[config.mk]
export PLATFORM = sky130hd
export DESIGN_NAME = reg_alu_seq
export DESIGN_NICKNAME = d
export VERILOG_FILES = /design/src/rtl/reg_alu_pkg.sv /design/src/rtl/reg_alu_core.sv /design/src/rtl/reg_alu_seq.sv
export SDC_FILE = /design/constraint.sdc
export NUM_CORES = 1
export LEC_CHECK = 0
export CORE_ASPECT_RATIO = 0.5
export CORE_MARGIN = 4
export CORE_UTILIZATION = 41
export CTS_BUF_LIST = sky130_fd_sc_hd__clkbuf_8 sky130_fd_sc_hd__clkbuf_16
export DETAILED_ROUTE_END_ITERATION = 8
export SLEW_MARGIN = 25
export SYNTH_ARGS = -nofsm -noshare
export SYNTH_HDL_FRONTEND = slang
export SYNTH_SLANG_ARGS = --single-unit
[constraint.sdc]
create_clock -name clk -period 5.9 [get_ports clk]
set_input_delay 0.885 -clock clk [delete_from_list [all_inputs] [get_ports clk]]
set_output_delay 0.885 -clock clk [all_outputs]
set_load 0.01 [all_outputs]
[src/rtl/reg_alu_pkg.sv]
// ============================================================================
// Module   : reg_alu_pkg
// Purpose  : Shared opcodes, FSM state encoding and default widths for the
//            register-file ALU sequencer.
// Revision : 1.0 - initial release
// ============================================================================
`default_nettype none

package reg_alu_pkg;

   localparam int c_DW = 16;
   localparam int c_AW = 3;

   typedef enum logic [2:0] {
      OP_ADD = 3'd0,
      OP_SUB = 3'd1,
      OP_AND = 3'd2,
      OP_OR  = 3'd3,
      OP_XOR = 3'd4,
      OP_NOT = 3'd5,
      OP_SHL = 3'd6,
      OP_MOV = 3'd7
   } op_t;

   typedef enum logic [1:0] {
      ST_IDLE  = 2'd0,
      ST_READ  = 2'd1,
      ST_EXEC  = 2'd2,
      ST_WRITE = 2'd3
   } state_t;

endpackage

`default_nettype wire

[src/rtl/reg_alu_core.sv]
// ============================================================================
// Module   : reg_alu_core
// Purpose  : Combinational ALU producing a result plus zero and carry flags.
// Revision : 1.0 - initial release
// ============================================================================
`default_nettype none

module reg_alu_core
   import reg_alu_pkg::*;
#(
   parameter int DW = c_DW
) (
   input  op_t           op,
   input  logic [DW-1:0] a,
   input  logic [DW-1:0] b,
   output logic [DW-1:0] result,
   output logic          zero,
   output logic          carry
);

   logic [DW:0] w_wide;

   // One extra bit captures carry-out on ADD and borrow on SUB.
   always_comb begin
      w_wide = '0;
      result = '0;
      carry  = 1'b0;
      case (op)
         OP_ADD: begin
            w_wide = {1'b0, a} + {1'b0, b};
            result = w_wide[DW-1:0];
            carry  = w_wide[DW];
         end
         OP_SUB: begin
            w_wide = {1'b0, a} - {1'b0, b};
            result = w_wide[DW-1:0];
            carry  = w_wide[DW];
         end
         OP_AND: result = a & b;
         OP_OR:  result = a | b;
         OP_XOR: result = a ^ b;
         OP_NOT: result = ~a;
         OP_SHL: begin
            result = {a[DW-2:0], 1'b0};
            carry  = a[DW-1];
         end
         OP_MOV: result = b;
         default: result = '0;
      endcase
   end

   assign zero = (result == '0);

endmodule

`default_nettype wire

[src/rtl/reg_alu_seq.sv]
// ============================================================================
// Module   : reg_alu_seq
// Purpose  : 4-cycle read/execute/write-back sequencer for an 8x16 register
//            file. Define REG_ALU_SEQ_ZERO_REG_EN to hardwire register 0 to 0.
// Revision : 1.0 - initial release
// ============================================================================
`default_nettype none

module reg_alu_seq
   import reg_alu_pkg::*;
#(
   parameter int DW = c_DW,
   parameter int AW = c_AW
) (
   input  logic          clk,
   input  logic          reset,
   input  logic          instr_valid,
   output logic          instr_ready,
   input  logic [2:0]    instr_op,
   input  logic [AW-1:0] instr_ra,
   input  logic [AW-1:0] instr_rb,
   input  logic [AW-1:0] instr_rd,
   output logic [AW-1:0] rf_rd_addr_a,
   output logic [AW-1:0] rf_rd_addr_b,
   input  logic [DW-1:0] rf_data_a,
   input  logic [DW-1:0] rf_data_b,
   output logic          rf_wr,
   output logic [AW-1:0] rf_wr_addr,
   output logic [DW-1:0] rf_d_in,
   output logic          done,
   output logic          flag_zero,
   output logic          flag_carry
);

   state_t        r_state;
   state_t        w_state_nxt;
   op_t           r_op;
   logic [AW-1:0] r_ra;
   logic [AW-1:0] r_rb;
   logic [AW-1:0] r_rd;
   logic [DW-1:0] r_a;
   logic [DW-1:0] r_b;
   logic [DW-1:0] r_result;
   logic          r_zero;
   logic          r_carry;

   logic [DW-1:0] w_a_in;
   logic [DW-1:0] w_b_in;
   logic          w_wr_en;
   logic [DW-1:0] w_alu_result;
   logic          w_alu_zero;
   logic          w_alu_carry;

`ifdef REG_ALU_SEQ_ZERO_REG_EN
   assign w_a_in  = (r_ra == '0) ? '0 : rf_data_a;
   assign w_b_in  = (r_rb == '0) ? '0 : rf_data_b;
   assign w_wr_en = (r_rd != '0);
`else
   assign w_a_in  = rf_data_a;
   assign w_b_in  = rf_data_b;
   assign w_wr_en = 1'b1;
`endif

   reg_alu_core #(.DW(DW)) u_core (
      .op     (r_op),
      .a      (r_a),
      .b      (r_b),
      .result (w_alu_result),
      .zero   (w_alu_zero),
      .carry  (w_alu_carry)
   );

   always_ff @(posedge clk or negedge reset) begin
      if (!reset) r_state <= ST_IDLE;
      else        r_state <= w_state_nxt;
   end

   always_comb begin
      w_state_nxt = r_state;
      instr_ready = 1'b0;
      rf_wr       = 1'b0;
      done        = 1'b0;
      case (r_state)
         ST_IDLE: begin
            instr_ready = 1'b1;
            if (instr_valid) w_state_nxt = ST_READ;
         end
         ST_READ:  w_state_nxt = ST_EXEC;
         ST_EXEC:  w_state_nxt = ST_WRITE;
         ST_WRITE: begin
            rf_wr       = w_wr_en;
            done        = 1'b1;
            w_state_nxt = ST_IDLE;
         end
         default:  w_state_nxt = ST_IDLE;
      endcase
   end

   // Each stage loads only its own registers; everything else holds.
   always_ff @(posedge clk or negedge reset) begin
      if (!reset) begin
         r_op     <= OP_ADD;
         r_ra     <= '0;
         r_rb     <= '0;
         r_rd     <= '0;
         r_a      <= '0;
         r_b      <= '0;
         r_result <= '0;
         r_zero   <= 1'b0;
         r_carry  <= 1'b0;
      end else begin
         if (r_state == ST_IDLE && instr_valid) begin
            r_op <= op_t'(instr_op);
            r_ra <= instr_ra;
            r_rb <= instr_rb;
            r_rd <= instr_rd;
         end
         if (r_state == ST_READ) begin
            r_a <= w_a_in;
            r_b <= w_b_in;
         end
         if (r_state == ST_EXEC) begin
            r_result <= w_alu_result;
            r_zero   <= w_alu_zero;
            r_carry  <= w_alu_carry;
         end
      end
   end

   assign rf_rd_addr_a = r_ra;
   assign rf_rd_addr_b = r_rb;
   assign rf_wr_addr   = r_rd;
   assign rf_d_in      = r_result;
   assign flag_zero    = r_zero;
   assign flag_carry   = r_carry;

endmodule

`default_nettype wire

* After elaboration in Yosys (flattened, before gate mapping)
Index checks and enable logic that the tools add are counted.
Cells by class: add/sub/neg operators 2, eq/ne operators 11, mux-type cells 6, bitwise gates (word level) 4, reduce and logical (&&, ||, !) cells 4
Operators by type and width (count):
- $pmux W16 S8 | 1
- $add A16 B16 Y17 | 1
- $sub A16 B16 Y17 | 1
- $and A16 B16 Y16 | 1
- $logic_not A16 Y1 | 1
- $not A16 Y16 | 1
- $or A16 B16 Y16 | 1
- $xor A16 B16 Y16 | 1
- $eq A3 B3 Y1 const B | 4
- $pmux W2 S4 | 1
- $eq A3 B2 Y1 const B | 2
- $eq A2 B2 Y1 const B | 2
- $eq A3 B1 Y1 const B | 1
- $logic_not A3 Y1 | 1
- $pmux W1 S3 | 1
- $eq A2 B1 Y1 const B | 1
- $logic_not A2 Y1 | 1
- $mux W1 | 2
- $mux W2 | 1
- $ne A2 B2 Y1 const B | 1
- $logic_and A1 B1 Y1 | 1
Storage, ports and cells: register bits after elaboration 64, bits of input ports 47, output and inout port bits 30

* Logic depth before layout (Yosys ltp)
Gate-level depths: netlist of the first run.
depth after elaboration 3, mapped depth 12, gate-level depth less buffers 12

* Modules after synthesis
From an unflattened synthesis of the first run, not the netlist that was laid out.
Second synthesis, totals: cell total of the unflattened synthesis 573, area total of the unflattened synthesis 5382.7 um^2
Modules (own cells, without submodules):
- reg_alu_core | instances 1, cells each 426, area an instance 2859.0 um^2, sequential area each 0.0 um^2
- reg_alu_seq | instances 1, cells each 147, area an instance 2523.7 um^2, sequential area each 1601.5 um^2

* Worst setup path after synthesis of the first run
Ideal clock, no wire load.
kind register to register, start register r_a[0], end register r_zero (netlist: flag_zero), setup time 0.104 ns, data arrival time 2.628 ns, required time 5.796 ns, slack 3.169 ns, cell stages (with the launch flop) 13, period minus slack after synthesis 2.731 ns, path through dfrtp_1 inv_1 ha_1 fa_1 o21bai_2 nand3_2 and2_4 a221o_1 a21oi_1 nand4_1 nor4b_2 nand4b_1 o41ai_2
On the way: cells in the longest elaborated chain, start to end 3
Ends and longest elaborated chain:
- start, declared | RTL line reg_alu_seq.sv:41 | logic [DW-1:0] r_a;
- start signal, assigned | RTL line reg_alu_seq.sv:119 | r_a <= w_a_in;
- $sub A16 B16 Y17, or another cell as far along | RTL line reg_alu_core.sv:35 | w_wide = {1'b0, a} - {1'b0, b};
- $pmux W16 S8 (*) | RTL line reg_alu_core.sv:28 | case (op)
- $logic_not A16 Y1 (*) | RTL line reg_alu_core.sv:52 | assign zero = (result == '0);
- end signal, assigned | RTL line reg_alu_seq.sv:124 | r_zero <= w_alu_zero;
- end, declared | RTL line reg_alu_seq.sv:44 | logic r_zero;
Mark *: on every way between the ends. The rest lies on a longest branch, timed or not. A chain may end at the register's enable or synchronous reset.

* Worst setup path after layout of the first run
start register r_op[0], end register r_zero (netlist: flag_zero)
On the way: cells in the longest elaborated chain, start to end 3
Ends and longest elaborated chain:
- start, declared | RTL line reg_alu_seq.sv:37 | op_t r_op;
- start signal, assigned | RTL line reg_alu_seq.sv:113 | r_op <= op_t'(instr_op);
- $eq A3 B3 Y1, or another cell as far along | RTL line reg_alu_core.sv:28
- $pmux W16 S8 (*) | RTL line reg_alu_core.sv:28
- $logic_not A16 Y1 (*) | RTL line reg_alu_core.sv:52
Marked as above.

==> flow_metrics.py, run 1 <==
metrics = {
    "sta": {
        "drv_slew": 0,
        "hold_violations": 0,
        "fmax_mhz": 271,
        "skew_ns": 0.0116,
        "rsz0062_at_grt": "no",
        "setup-violations-final": 0,
        "whs_ns": 0.485,
        "post-route-min-period_ns": 3.68,
        "maxSlewHeadroom": 0.287,
        "fin_tns_setup_ns": 0,
        "tightest_slew_ns": 1.06,
        "period_share": 0.625,
    },
    "synthesis": {
        "synth-warning-count": 0,
        "yosys-top-cells-count": "nand2_1, dfrtp_1, o21ai_0, a21oi_1",
        "ys_ff_latch": 64,
        "synth_edf_count": 0,
        "synth_area_per_cell_um2": 8.54,
        "syn_nets": 742,
        "synth_most_common_cell": "nand2_1",
        "synthTopCellsByArea": "dfrtp_1, ha_1, o21ai_0, a21oi_1, nand2_1",
        "synthFlopType": "dfrtp_1",
        "synth.distinct_cells": 84,
        "netlist_instances": 641,
        "syn_area_um2": 5480,
        "synth_top_area_cell": "dfrtp_1",
        "synth_top_area_frac": 0.292,
        "synth-seq-area-share": 0.292,
        "synth-async-reset-ratio": 1.00,
    },
    "layout": {
        "antenna_cells": 0,
        "n_fill_cell": 1241,
        "area_growth_pct": 21.0,
        "multiInputGateArea_um2": 3470,
        "fin_nets": 795,
        "drive_above_1_share": 0.112,
        "area.sequential_um2": 1600,
    },
    "critical_path": {
        "startpoint": "r_op[0]",
        "worstSetupPathType": "reg2reg",
        "crit_end": "flag_zero",
        "r2r-start": "r_op[0]",
        "start_kind": "register",
        "worstSetupPathDepth": 8,
        "crit_chain": "nand3_1 > o221a_1 > o221a_1 > nor4b_2 > nand4_1 > nor4b_2 > nand4b_1 > o41ai_2",
        "crit_path_top_delay_cell": "nand3_1",
        "rrSetupSlack_ns": 2.22,
        "r2r_cells": 8,
        "crit_path_max_incr_delay_ns": 0.88,
        "path_delay_family": "simple AND/OR/NAND/NOR gates",
        "r2r_end": "flag_zero",
        "critical_path.max_fanout": 19,
        "cp_num_buf_inv": 0,
        "crit_arrival_ns": 3.92,
        "critPathRequiredTime_ns": 6.13,
        "end_kind": "register",
    },
    "placed_design": {
        "finalWeightedCongestion": 0.967,
        "port_buffers": 76,
        "hpwl_mm": 13.4,
    },
    "routing": {
        "wl_per_cell_um": 20.8,
        "via_count": 5147,
        "viasPerCell": 5.92,
        "dr.pass1.iters": 5,
        "ant_nets": 0,
        "drc": 0,
        "first_iter_violations": 447,
        "wl_mm": 18.1,
    },
    "floorplanning": {
        "ios": 77,
        "die_w_um": 171,
        "start_util": 0.425,
        "rows": 29,
        "die_area_um2": 15400,
        "die_h_um": 89.7,
        "core_um2": 12900,
    },
    "cts": {
        "clk_pin_slew_ns": 0.07,
        "cts_tree": "yes",
        "clock_sinks": 64,
        "clkLatencyLatePin_ns": 0.34,
        "cts_resized": 0,
        "post-cts-setup-buffers": 0,
        "cts-root-buf": "clkbuf_16",
        "ctsHoldBuffers": 0,
        "clockBufferDepth": 2,
        "htree_levels": 3,
        "numCtsBuffers": 9,
    },
    "global_routing": {
        "grt_use_total": 0.234,
        "grtUsageMet3": 0.0530,
        "use_met1": 0.361,
        "grt_overflow": 0,
        "antenna_found_initial": 0,
        "grt_pass1_wl_mm": 28.2,
        "busiest_layer": "met1",
        "grt_pass1_vias": 4987,
        "grt_max_degree": 65,
        "use_met2": 0.323,
    },
    "worst_hold_path": {
        "min_path_type": "reg2reg",
    },
    "job": {
        "drv_cap": 0,
    },
    "run_status": {
        "status": "finished, final reports clean",
    },
}
-- routing by layer --
| metal | routed length (um) | share of wire |
|---|---|---|
| met3 | 1190 | 0.066 |
| met1 | 9170 | 0.51 |
| met4 | 377 | 0.021 |
| met2 | 7340 | 0.41 |
| met5 | 0 | 0 |
-- logic make-up after synthesis --
logic type	synth area share
flops	0.292
buf+inv	0.0768
mux	0.0790
xor+xnor	0.00160
simple gates	0.162
fa+ha+maj	0.126
compound gates	0.263
-- sequential cells by signal, indices dropped and copies added (netlist names) --
name          count
flag_carry        1
r_b              16
flag_zero         1
rf_wr_addr        3
rf_rd_addr_a      3
rf_rd_addr_b      3
r_state           2
r_a              16
r_op              3
rf_d_in          16
-- stage by stage --
step	utilization	worst slack (ns)	cells	instance area, um2
floorplan	-	3.17	641	5480
global placement	0.490	2.23	853	6310
detailed placement	0.490	2.33	853	6310
CTS	0.513	2.30	869	6610
global route	0.514	2.12	869	6620
finish	0.514	2.22	869	6620
-- layout make-up --
cell class                      count  area share
Multi-Input combinational cell    479       0.524
Clock buffer                       10      0.0361
Clock inverter                      6      0.0102
Sequential cell                    64       0.242
Timing Repair Buffer               84       0.123
Tap cell                          170      0.0321
Inverter                           56      0.0325
-- worst min path at each step --
stage | end | cells after the start | start | slack [ns]
floorplan | rf_d_in[0] | 1 | rf_d_in[0] | 0.52
global placement | rf_d_in[0] | 1 | rf_d_in[0] | 0.46
detailed placement | rf_d_in[0] | 1 | rf_d_in[0] | 0.47
CTS | rf_d_in[0] | 1 | rf_d_in[0] | 0.49
global route | rf_d_in[0] | 1 | rf_d_in[0] | 0.52
finish | rf_d_in[0] | 1 | rf_d_in[0] | 0.49
-- layout by cell type, fill, tap and decap left out, drive strengths merged, types with 7 or more instances in the layout --
| cell type | count |
|---|---|
| clkdlybuf4s50 | 75 |
| nand2 | 66 |
| dfrtp | 64 |
| o21ai | 61 |
| inv | 57 |
| a21oi | 55 |
| ha | 52 |
| nor2 | 44 |
| nand3 | 19 |
| mux2 | 18 |
| nor3 | 15 |
| clkbuf | 10 |
| nand2b | 9 |
| buf | 9 |
| mux4 | 8 |
| o22ai | 8 |
| a221oi | 7 |
Power of run 1 is not shown: default switching activity piles up to over one toggle a cycle in this logic, so the estimate is an artifact.
==> inputs of run 2 (changes only) <==
==> constraint.sdc (replaced) <==
create_clock -name clk -period 3.6 [get_ports clk]
set_input_delay 0.54 -clock clk [delete_from_list [all_inputs] [get_ports clk]]
set_output_delay 0.54 -clock clk [all_outputs]
set_load 0.01 [all_outputs]
==> run 2 against run 1 <==
Global-route usage decreased by 0.98 points. Highest routed layer is now met5. Non-clock buffer count is 11 higher. Clock skew is 0.0030 ns lower. Critical path type unchanged. First-iteration DRC count up 12%. Register-to-register slack got worse by 2.1 ns. Via count fell by 0.95%.
==> flow_metrics.py, run 2 (synthesis results as in run 1) <==
metrics = {
    "run_status": {
        "status": "finished, final reports clean",
    },
    "global_routing": {
        "grt_overflow": 0,
        "grt_max_degree": 65,
        "antenna_found_initial": 2,
        "grt_pass1_wl_mm": 27.3,
        "grt_pass1_vias": 4865,
        "grt_use_total": 0.224,
    },
    "cts": {
        "ctsHoldBuffers": 0,
        "clock_sinks": 64,
        "clkLatencyLatePin_ns": 0.34,
        "clk_pin_slew_ns": 0.06,
        "cts-root-buf": "clkbuf_16",
        "clockBufferDepth": 2,
        "htree_levels": 3,
        "cts_resized": 0,
        "numCtsBuffers": 9,
        "cts_tree": "yes",
        "post-cts-setup-buffers": 0,
    },
    "critical_path": {
        "r2r-start": "r_a[0]",
        "crit_end": "flag_zero",
        "start_kind": "register",
        "critPathRequiredTime_ns": 3.83,
        "rrSetupSlack_ns": 0.13,
        "worstSetupPathType": "reg2reg",
        "r2r_end": "flag_zero",
        "startpoint": "r_a[0]",
        "end_kind": "register",
        "crit_arrival_ns": 3.70,
        "critical_path.max_fanout": 4,
        "r2r_cells": 12,
    },
    "layout": {
        "stdcell_count": 880,
        "final_core_util": 0.522,
        "n_fill_cell": 1224,
        "area_growth_pct": 22.7,
        "antenna_cells": 0,
        "layout_commonest_cell": "clkdlybuf4s50_1",
        "area.sequential_um2": 1600,
        "fin_area_um2": 6720,
        "drive_above_1_share": 0.127,
        "multiInputGateArea_um2": 3470,
        "fin_nets": 806,
        "final_cell_mix": "clkdlybuf4s50_1, nand2_1, dfrtp_1",
    },
    "placed_design": {
        "dp_cells": 864,
        "port_buffers": 76,
        "post-place-ws_ns": 0.0858,
        "hpwl_mm": 13.0,
        "finalWeightedCongestion": 0.947,
        "placed_area_um2": 6380,
    },
    "floorplanning": {
        "start_util": 0.425,
        "die_w_um": 171,
        "die_h_um": 89.7,
        "core_um2": 12900,
        "rows": 29,
        "die_area_um2": 15400,
        "ios": 77,
    },
    "routing": {
        "ant_nets": 0,
        "viasPerCell": 5.79,
        "drc": 0,
        "wl_mm": 17.2,
        "dr.pass1.iters": 5,
        "via_count": 5098,
        "first_iter_violations": 499,
        "wl_per_cell_um": 19.6,
    },
    "sta": {
        "fmax_mhz": 288,
        "rsz0062_at_grt": "no",
        "hold_violations": 0,
        "layout_setup_ws_ns": 0.133,
        "drv_slew": 0,
        "period_share": 0.963,
        "maxSlewHeadroom": 0.550,
        "tightest_slew_ns": 0.669,
        "skew_ns": 0.00858,
        "setup-violations-final": 0,
        "post-route-min-period_ns": 3.47,
    },
    "job": {
        "drv_cap": 0,
    },
    "worst_hold_path": {
        "min_path_type": "in2async",
    },
}
-- run 2: worst min path at each step --
stage,startpoint,cells past startpoint,end
4_1_cts,reset,1,r_a[3]
3_3_place_gp,rf_d_in[0],1,rf_d_in[0]
2_1_floorplan,reset,0,flag_carry
6_report,reset,1,r_b[4]
3_5_place_dp,rf_d_in[0],1,rf_d_in[0]
5_1_grt,reset,1,r_a[4]
-- run 2: through the flow --
stage | TNS, ns | hold WS [ns]
after floorplan | 0 | 0.244
after global placement | -0.0127 | 0.460
after detailed placement | 0 | 0.473
after CTS | 0 | 0.362
after global routing | 0 | 0.215
final | 0 | 0.178
-- run 2: area by class of cell --
class,instances,area share
sequential,64,0.238
timing repair buffer,95,0.134
inverter,56,0.0320
multi-input combinational,479,0.517
clock inverter,5,0.00950
tap,170,0.0317
clock buffer,11,0.0376
-- run 2: routing by layer --
| layer | GRT usage | wire [um] | vias up |
|---|---|---|---|
| li1 | - | - | 2427 |
| met1 | 0.338 | 8310 | 2456 |
| met2 | 0.299 | 6860 | 192 |
| met3 | 0.0833 | 1760 | 21 |
| met4 | 0.0527 | 263 | 2 |
| met5 | 0 | 13 | - |
-- run 2: critical path, stage by stage, from the launching register on --
cell and delay (ns):
dfrtp_1 0.37, inv_1 0.09, ha_1 0.24, fa_1 0.42, o21bai_2 0.17, nand3_2 0.21, and2_4 0.25, a221o_1 0.33
a21oi_2 0.29, nand4_1 0.28, nor4b_2 0.31, nand4b_1 0.15, o41ai_2 0.24
Power of run 2 is left out for the same reason.
